===== config.mk =====
export PLATFORM = sky130hd
export DESIGN_NAME = clock_ctrl
export DESIGN_NICKNAME = d
export VERILOG_FILES = /design/src/rtl/clock_ctrl.sv
export SDC_FILE = /design/constraint.sdc
export NUM_CORES = 1
export LEC_CHECK = 0
export ABC_AREA = 0
export BUFFER_PORTS_ARGS = -buffer_cell sky130_fd_sc_hd__buf_4
export CORE_ASPECT_RATIO = 1.1
export CORE_MARGIN = 1
export CORE_UTILIZATION = 41
export CTS_BUF_LIST = sky130_fd_sc_hd__clkbuf_8 sky130_fd_sc_hd__clkbuf_16
export CTS_CLUSTER_SIZE = 8
export DETAILED_ROUTE_END_ITERATION = 12
export SLEW_MARGIN = 20
export SYNTH_ARGS = -nofsm -noshare
export SYNTH_HDL_FRONTEND = slang
export SYNTH_SLANG_ARGS = --single-unit

===== constraint.sdc =====
create_clock -name clk -period 6.5 [get_ports clk]
set_clock_uncertainty 0.15 [all_clocks]
set_input_delay 0.975 -clock clk [delete_from_list [all_inputs] [get_ports clk]]
set_output_delay 0.975 -clock clk [all_outputs]
set_load 0.005 [all_outputs]

===== src/rtl/clock_ctrl.sv =====
// Button-driven mode controller and one-second tick scheduler for the digital clock datapath.
// Sequences time/stopwatch enables, edits and loads time/alarm fields, and gates the alarm buzzer.
module clock_ctrl #(
    parameter int unsigned TICK_DIV      = 100_000_000,
    parameter int unsigned ALARM_TIMEOUT = 60
) (
    input  logic       clk,
    input  logic       reset,
    input  logic       btn_mode,
    input  logic       btn_inc,
    input  logic       btn_ok,
    input  logic       alarm_hit,
    output logic [2:0] mode,
    output logic       start,
    output logic       stopwatch,
    output logic       stop,
    output logic       set_alarm,
    output logic       set_hours,
    output logic       set_mins,
    output logic       set_secs,
    output logic [4:0] edit_hours,
    output logic [5:0] edit_mins,
    output logic [5:0] edit_secs,
    output logic       alarm_en,
    output logic       alarm_out
);

    localparam int unsigned CNT_W  = (TICK_DIV > 1) ? $clog2(TICK_DIV) : 1;
    localparam int unsigned RING_W = (ALARM_TIMEOUT > 1) ? $clog2(ALARM_TIMEOUT) : 1;
    localparam logic [CNT_W-1:0]  CNT_LAST  = CNT_W'(TICK_DIV - 1);
    localparam logic [RING_W-1:0] RING_LAST = RING_W'(ALARM_TIMEOUT - 1);

    typedef enum logic [2:0] {
        ST_RUN   = 3'd0,
        ST_SET_H = 3'd1,
        ST_SET_M = 3'd2,
        ST_SET_S = 3'd3,
        ST_AL_H  = 3'd4,
        ST_AL_M  = 3'd5,
        ST_AL_S  = 3'd6,
        ST_SW    = 3'd7
    } state_e;

    state_e              state_q, state_d;
    logic [CNT_W-1:0]    cnt_q, cnt_d;
    logic [RING_W-1:0]   ring_q, ring_d;
    logic                btn_mode_q, btn_inc_q, btn_ok_q, alarm_hit_q;
    logic                sw_run_q, sw_run_d;
    logic                start_q, start_d;
    logic                stopwatch_q, stopwatch_d;
    logic                stop_q, stop_d;
    logic                set_alarm_q, set_alarm_d;
    logic                set_hours_q, set_hours_d;
    logic                set_mins_q, set_mins_d;
    logic                set_secs_q, set_secs_d;
    logic [4:0]          edit_hours_q, edit_hours_d;
    logic [5:0]          edit_mins_q, edit_mins_d;
    logic [5:0]          edit_secs_q, edit_secs_d;
    logic                alarm_en_q, alarm_en_d;
    logic                alarm_out_q, alarm_out_d;

    logic mode_edge_c, inc_edge_c, ok_edge_c, hit_edge_c, any_edge_c, tick_c;

    assign mode_edge_c = btn_mode & ~btn_mode_q;
    assign inc_edge_c  = btn_inc & ~btn_inc_q;
    assign ok_edge_c   = btn_ok & ~btn_ok_q;
    assign hit_edge_c  = alarm_hit & ~alarm_hit_q;
    assign any_edge_c  = mode_edge_c | inc_edge_c | ok_edge_c;
    assign tick_c      = (cnt_q == CNT_LAST);

    // State register; button history resets high so a button held through reset gives no edge.
    always_ff @(posedge clk) begin
        if (reset) begin
            state_q      <= ST_RUN;
            cnt_q        <= '0;
            ring_q       <= '0;
            btn_mode_q   <= 1'b1;
            btn_inc_q    <= 1'b1;
            btn_ok_q     <= 1'b1;
            alarm_hit_q  <= 1'b0;
            sw_run_q     <= 1'b0;
            start_q      <= 1'b0;
            stopwatch_q  <= 1'b0;
            stop_q       <= 1'b0;
            set_alarm_q  <= 1'b0;
            set_hours_q  <= 1'b0;
            set_mins_q   <= 1'b0;
            set_secs_q   <= 1'b0;
            edit_hours_q <= '0;
            edit_mins_q  <= '0;
            edit_secs_q  <= '0;
            alarm_en_q   <= 1'b0;
            alarm_out_q  <= 1'b0;
        end else begin
            state_q      <= state_d;
            cnt_q        <= cnt_d;
            ring_q       <= ring_d;
            btn_mode_q   <= btn_mode;
            btn_inc_q    <= btn_inc;
            btn_ok_q     <= btn_ok;
            alarm_hit_q  <= alarm_hit;
            sw_run_q     <= sw_run_d;
            start_q      <= start_d;
            stopwatch_q  <= stopwatch_d;
            stop_q       <= stop_d;
            set_alarm_q  <= set_alarm_d;
            set_hours_q  <= set_hours_d;
            set_mins_q   <= set_mins_d;
            set_secs_q   <= set_secs_d;
            edit_hours_q <= edit_hours_d;
            edit_mins_q  <= edit_mins_d;
            edit_secs_q  <= edit_secs_d;
            alarm_en_q   <= alarm_en_d;
            alarm_out_q  <= alarm_out_d;
        end
    end

    // Next-state and registered-output logic.
    always_comb begin
        state_d      = state_q;
        cnt_d        = tick_c ? '0 : cnt_q + CNT_W'(1);
        ring_d       = ring_q;
        sw_run_d     = sw_run_q;
        set_alarm_d  = 1'b0;
        set_hours_d  = 1'b0;
        set_mins_d   = 1'b0;
        set_secs_d   = 1'b0;
        edit_hours_d = edit_hours_q;
        edit_mins_d  = edit_mins_q;
        edit_secs_d  = edit_secs_q;
        alarm_en_d   = alarm_en_q;
        alarm_out_d  = alarm_out_q;

        // Ring timeout, then restart on a fresh hit.
        if (alarm_out_q && tick_c) begin
            if (ring_q == RING_LAST) begin
                alarm_out_d = 1'b0;
            end else begin
                ring_d = ring_q + RING_W'(1);
            end
        end
        if (hit_edge_c && alarm_en_q) begin
            alarm_out_d = 1'b1;
            ring_d      = '0;
        end

        // A ringing alarm swallows every button edge.
        if (alarm_out_q && any_edge_c) begin
            alarm_out_d = 1'b0;
        end else if (mode_edge_c) begin
            state_d = state_e'(state_q + 3'd1);
            if (state_q == ST_AL_S) begin
                sw_run_d = 1'b0;
            end
        end else if (ok_edge_c) begin
            case (state_q)
                ST_SET_H: set_hours_d = 1'b1;
                ST_SET_M: set_mins_d  = 1'b1;
                ST_SET_S: set_secs_d  = 1'b1;
                ST_AL_H: begin
                    set_hours_d = 1'b1;
                    set_alarm_d = 1'b1;
                end
                ST_AL_M: begin
                    set_mins_d  = 1'b1;
                    set_alarm_d = 1'b1;
                end
                ST_AL_S: begin
                    set_secs_d  = 1'b1;
                    set_alarm_d = 1'b1;
                end
                ST_SW:   sw_run_d = ~sw_run_q;
                default: ;
            endcase
        end else if (inc_edge_c) begin
            case (state_q)
                ST_RUN: alarm_en_d = ~alarm_en_q;
                ST_SET_H, ST_AL_H:
                    edit_hours_d = (edit_hours_q == 5'd23) ? 5'd0 : edit_hours_q + 5'd1;
                ST_SET_M, ST_AL_M:
                    edit_mins_d = (edit_mins_q == 6'd59) ? 6'd0 : edit_mins_q + 6'd1;
                ST_SET_S, ST_AL_S:
                    edit_secs_d = (edit_secs_q == 6'd59) ? 6'd0 : edit_secs_q + 6'd1;
                default: ;
            endcase
        end

        if (!alarm_en_d) begin
            alarm_out_d = 1'b0;
        end

        // Tick pulses are dropped in the cycle their mode is left.
        start_d     = tick_c && (state_q == ST_RUN) && (state_d == ST_RUN);
        stopwatch_d = tick_c && (state_q == ST_SW) && (state_d == ST_SW) && sw_run_d;
        stop_d      = (state_d == ST_SW) && !sw_run_d;
    end

    assign mode       = state_q;
    assign start      = start_q;
    assign stopwatch  = stopwatch_q;
    assign stop       = stop_q;
    assign set_alarm  = set_alarm_q;
    assign set_hours  = set_hours_q;
    assign set_mins   = set_mins_q;
    assign set_secs   = set_secs_q;
    assign edit_hours = edit_hours_q;
    assign edit_mins  = edit_mins_q;
    assign edit_secs  = edit_secs_q;
    assign alarm_en   = alarm_en_q;
    assign alarm_out  = alarm_out_q;

endmodule


Yosys cells after proc, flatten, opt, wreduce, memory -nomap -nowiden --
Index checks and enable logic that the tools add are counted.
Storage, ports and cells: memories 0, latch bits 0, RAM bits 0, logic and storage cells 105, bits in registers 67, memory bits (read-only) 0
Cells by class: divide/modulo/power cells 0, muxes and demuxes 22, magnitude comparators 0, $mul 0, reduce and logical (&&, ||, !) cells 27, equality and inequality tests 13, add/sub/neg operators 6, bitwise gates (word level) 17, shift-type cells 0
Operator list (count):
- $add A27 B1 Y27 const B | 1
- $eq A27 B27 Y1 const B | 1
- $add A6 B1 Y6 const B | 3
- $eq A6 B6 Y1 const B | 3
- $mux W1 | 17
- $eq A3 B3 Y1 const B | 5
- $reduce_and A5 Y1 | 3
- $mux W6 | 2
- $not A1 Y1 | 11
- $reduce_or A2 Y1 | 5
- $logic_and A1 B1 Y1 | 9
- $eq A3 B2 Y1 const B | 2
- $logic_not A3 Y1 | 2
- $mux W3 | 2
- $reduce_or A3 Y1 | 2
- $add A5 B1 Y5 const B | 1
- $eq A5 B5 Y1 const B | 1
- $mux W5 | 1
- $and A1 B1 Y1 | 4
- $reduce_and A2 Y1 | 2
- $reduce_bool A2 Y1 | 2
- $reduce_or A4 Y1 | 1
- $add A3 B1 Y3 const B | 1
- $eq A3 B1 Y1 const B | 1
- other kinds (2) | 3

Depth between registers and ports, before layout --
depth after elaboration 9, gate-level depth with buffers 8, gate-level depth less buffers 7

Worst setup path before layout --
No wires, ideal clock.
path type input -> register, start point input port btn_mode, end point register edit_mins_q[0], in the netlist edit_mins[0], data required time 6221 ps, stages on the path 6, library setup time 129 ps, buffers on the path 1, setup slack 3749 ps, arrival time 2471 ps, cells stage by stage nor2b_1 -> or4_4 -> buf_6 -> or2_4 -> o41ai_4 -> nor2_1
Between the ends: word-level cells in the longest chain between the ends 6, elaborated cells between the ends (all ways) 7, those cells by class bitwise: 5; reduce/logical: 2
Ends and longest elaborated chain:
- from (decl) | RTL line 9 | input logic btn_mode,
- $and A1 B1 Y1 * | RTL line 64 | assign mode_edge_c = btn_mode & ~btn_mode_q;
- $or A1 B1 Y1 (2 in a row) | RTL line 68 | assign any_edge_c = mode_edge_c | inc_edge_c | ok_edge_c;
- $logic_and A1 B1 Y1 | RTL line 148 | if (alarm_out_q && any_edge_c) begin
- $not A1 Y1 (no line)
- $reduce_and A5 Y1 (no line) *
- to (signal assigned) | RTL line 111 | edit_mins_q <= edit_mins_d;
- to (decl) | RTL line 57 | logic [5:0] edit_mins_q, edit_mins_d;
Mark *: on every way between the ends. The rest lies on a longest branch, timed or not. A chain may end at the register's enable or synchronous reset.

Final worst setup path --
start point register cnt_q[0], end point register cnt_q[3]
Between the ends: word-level cells in the longest chain between the ends 2, elaborated cells between the ends (all ways) 3, those cells by class add/sub: 1; eq/ne: 1; reduce/logical: 1
Ends and longest elaborated chain:
- from (decl) | RTL line 45 | logic [CNT_W-1:0] cnt_q, cnt_d;
- from (signal assigned) | RTL line 96 | cnt_q <= cnt_d;
- branches (longest 2 deep; another with $add A27 B1 Y27)
Several ways; the timed one is not identified.

==> metrics list <==
- Library cell appearing most often on the critical path: sky130_fd_sc_hd__nand2_1
* Area share of the largest cell type after synthesis: 0.4324
* Fin crit period: 2693 ps
- Hold Fails Final Rpt: 0
- Worst min-delay path startpoint: cnt_q[0]
* Kind of launch point of the worst setup path: flop
- Summed over all nets, the switching power comes to 165.0 uW.
- After synthesis, the netlist uses 42 different library cells.
- At the later pin of the worst-skew pair, clock insertion delay measures 330 ps.
* Cell breakdown of the critical path: ha_1 > nand2_1 > nor3_1 > nand3_1 > nand2_1 > nor2_1
* Type of destination of the critical path: flop
- The critical path runs through a total of 6 cells.
- Of the cells placed in the final design, the portion with a size suffix greater than 1 is 0.1488.
* # H-tree levels: 3
- Ant. Diodes: 0
* Share of total power in the clock network: 0.389
- Reg-to-Reg Start: cnt_q[0]
* Net switching share of the total power: 0.2251
* Number of buffers and inverters on the critical path: 0
* Pint: 568.0 uW
- The run finished, with violations left.
* Number of nets at the end of the flow: 397
- By startpoint and endpoint, the worst setup path is classified as flop to flop.
- Final wirelength: 6025 um
* Combinational cell fraction of total power: 0.039
- Floorplan die height: 93.23 um
- Timing would allow up to 0.3714 GHz.
- Number of I/O port buffers: 34
* Max-Slew Margin vs Limit: 0.5125
- Fraction of registers with async set or reset after synthesis: 0
- For this design the static power due to leakage is 0.001311 uW.
- Hold-critical path endpoint: cnt_q[0]
- Areal power density over the cells: 205.9 mW/mm2
- Cells on Worst Hold Path: 1
- Summed over all nets, the half-perimeter wirelength after detailed placement is 4286 um.
- Unrepaired setup endpoints after global routing: false
- Measured along the x axis, the die boundary spans 84.93 um.
- Number of nets with antenna violations after routing: 0
- The number of gates resized after CTS was 0.
* Largest stage delay on the critical path: 730 ps
- In the synthesized netlist the dominant register cell turns out to be sky130_fd_sc_hd__dfxtp_1.
* Endpoints failing setup: 0
* WP data arrival: 2730 ps
- Worst setup slack for register-to-register paths: 3810 ps
* Number of sinks driven by the clock tree: 67
- Reg power frac: 0.572
- Clock input transition at the sequential cells of the worst setup and hold paths: 70 ps
- Postcts setup bufs: 0
- TritonCTS clock tree: built
- Routed wire per std cell: 12.87 um
* Max-cap viol count: 0
* Area of the die: 0.007918 mm2
* Io pins: 35
- FF+latch count, synth: 67
* Kind of cell with the highest combined delay on the critical path: simple AND/OR/NAND/NOR gates
- Detailed router's first-iteration violation count: 53
* Wire length of the first global-routing pass: 10290 um
- CTS Root Buffer Type: sky130_fd_sc_hd__clkbuf_8
- Starting utilization of the core area: 0.4328
- After routing, the total negative slack on setup checks comes to 0 ps.
* Post-Syn Instances: 347
- Cts bufs inserted: 9
- Each instance of the synthesized netlist takes up on average 8.939 um2.
* Number of nets in the synthesized netlist: 363
* Cell count of the worst reg-to-reg path: 6
* Crit-path slowest cell: sky130_fd_sc_hd__nand2_1
- The layout has 716 filler cells.
* Number of buffers on the longest clock path: 2
- Total track usage: 0.1660
* Endpoint of the worst register-to-register path: cnt_q[3]
* CORE AREA: 0.007167 mm2
- The number of global-route vias before repair is 2245.
* Type of the worst min-delay path: flop to flop
* Largest fanout of any net on the critical path: 22
- Area leader, netlist: sky130_fd_sc_hd__dfxtp_1
- The final reports fail on design-rule violations.
* Initial DRT Pass Iterations: 8
- Ranked by total cell area, the synthesized netlist is headed by sky130_fd_sc_hd__dfxtp_1, sky130_fd_sc_hd__xnor2_1, sky130_fd_sc_hd__nor2_1.
* Placement row count: 32
- Ranking of synthesized cells by instance count: sky130_fd_sc_hd__dfxtp_1, sky130_fd_sc_hd__nor2_1, sky130_fd_sc_hd__nand2_1, sky130_fd_sc_hd__xnor2_1, sky130_fd_sc_hd__nand3_1
- After synthesis the cells add up to 0.003102 mm2.
- Quantity of hold-fixing buffers added after cts: 0
- Initial antenna violation count: 0
* Post-route clock period utilization: 0.4143
- Highest ir drop seen on vdd: 0.1044 mV
- Number of pins exceeding their max-slew limit in the final report: 0
- Number of enable-type register cells in the synthesized netlist: 0
* Finished Core Util: 0.4967
* Transition time of the tightest slew-check pin: 729.5 ps
- Across all layers, the routed design uses 2473 vias.
- Of the synthesized area, sequential elements account for 0.4324.
- Area delta synth->final: 14.76%
- Entering global routing, the biggest net connects 24 pins.
* DRC Markers: 1
- Routability-driven placement finished with a final weighted congestion of 0.8157.
- After detailed routing, the number of vias per cell comes to 5.284.
- By instance count, the leading cell after synthesis is sky130_fd_sc_hd__dfxtp_1.
* Remaining global-route overflow: 0
- The Yosys step of the flow raised 0 warnings.
- Req. time, crit path: 6540 ps
## stage by stage
stage          hold slack (ps)  setup slack, ps  cells  total power (uW)  cell area [um2]
2_1_floorplan            275.8             3749    347             448.6             3102
3_3_place_gp             288.8             3525    455             457.1             3405
3_5_place_dp             297.1             3502    455             457.8             3405
4_1_cts                  312.3             3755    468             747.6             3560
5_1_grt                  343.5             3503    468             769.1             3560
6_report                 307.2             3807    468             733.0             3560
## worst register-to-register path, stage by stage (launching register included)
cell and delay, ps:
sky130_fd_sc_hd__dfxtp_1 370, sky130_fd_sc_hd__ha_1 240, sky130_fd_sc_hd__nand2_1 180, sky130_fd_sc_hd__nor3_1 300, sky130_fd_sc_hd__nand3_1 470, sky130_fd_sc_hd__nand2_1 740
sky130_fd_sc_hd__nor2_1 120
## kinds of logic after synthesis
logic type,Yosys count,synth area share
and+or+nand+nor,178,0.2985
buffers and inverters,17,0.02622
AOI/OAI and AO/OA,29,0.06857
DFF,67,0.4324
xor gates and xnor gates,36,0.1017
muxes,10,0.03227
adders and majority gates,10,0.04034
## layout by cell type, fill, tap and decap left out, types with 8 or more instances in the layout
cell | Yosys | routed
sky130_fd_sc_hd__a21oi_1 | 12 | 12
sky130_fd_sc_hd__and3_1 | 8 | 8
sky130_fd_sc_hd__buf_4 | 0 | 34
sky130_fd_sc_hd__clkbuf_8 | 0 | 10
sky130_fd_sc_hd__dfxtp_1 | 67 | 67
sky130_fd_sc_hd__ha_1 | 10 | 10
sky130_fd_sc_hd__mux2i_1 | 10 | 10
sky130_fd_sc_hd__nand2_1 | 29 | 29
sky130_fd_sc_hd__nand3_1 | 17 | 17
sky130_fd_sc_hd__nand4_1 | 8 | 8
sky130_fd_sc_hd__nor2_1 | 55 | 55
sky130_fd_sc_hd__nor3_1 | 11 | 11
sky130_fd_sc_hd__nor4_1 | 10 | 10
sky130_fd_sc_hd__xnor2_1 | 25 | 25
sky130_fd_sc_hd__xor2_1 | 11 | 11
## how the worst max path moves through the flow
stage	end	slack, ps	startpoint
floorplan	edit_mins[0]	3750	btn_mode
global placement	edit_mins[4]	3530	btn_mode
detailed placement	edit_mins[4]	3500	btn_mode
CTS	cnt_q[11]	3750	cnt_q[0]
global route	cnt_q[3]	3500	cnt_q[0]
finish	cnt_q[3]	3810	cnt_q[0]
## layer usage
layer / track usage / share of wire
met4: 0.08475 / 0.017
met2: 0.2629 / 0.46
met1: 0.2175 / 0.49
met3: 0.02913 / 0.028
met5: 0 / 0
## sequential cells by signal (all words and copies together) (netlist names), 3 cells and up
register,flops
ring_q,6
edit_hours,5
edit_mins,6
mode,3
cnt_q,27
edit_secs,6
## power groups by stage
| stage | Sequential, uW | Clock [uW] | Combinational [uW] |
|---|---|---|---|
| finish | 419 | 285 | 28.7 |
| global route | 420 | 317 | 32.4 |
| CTS | 419 | 299 | 29.3 |
| detailed placement | 429 | 0 | 29.1 |
| global placement | 428 | 0 | 28.6 |
| floorplan | 428 | 0 | 21.0 |
## final cells by class
| class | instances | area [um2] | share of cell area |
|---|---|---|---|
| sequential | 67 | 1341 | 0.3768 |
| inverter | 6 | 22.52 | 0.006327 |
| tap | 85 | 106.4 | 0.02988 |
| multi-input combinational | 263 | 1679 | 0.4717 |
| clock inverter | 3 | 17.52 | 0.004921 |
| clock buffer | 10 | 137.6 | 0.03866 |
| timing repair buffer | 34 | 255.2 | 0.07170 |
Power figures use the tool's default switching activity.
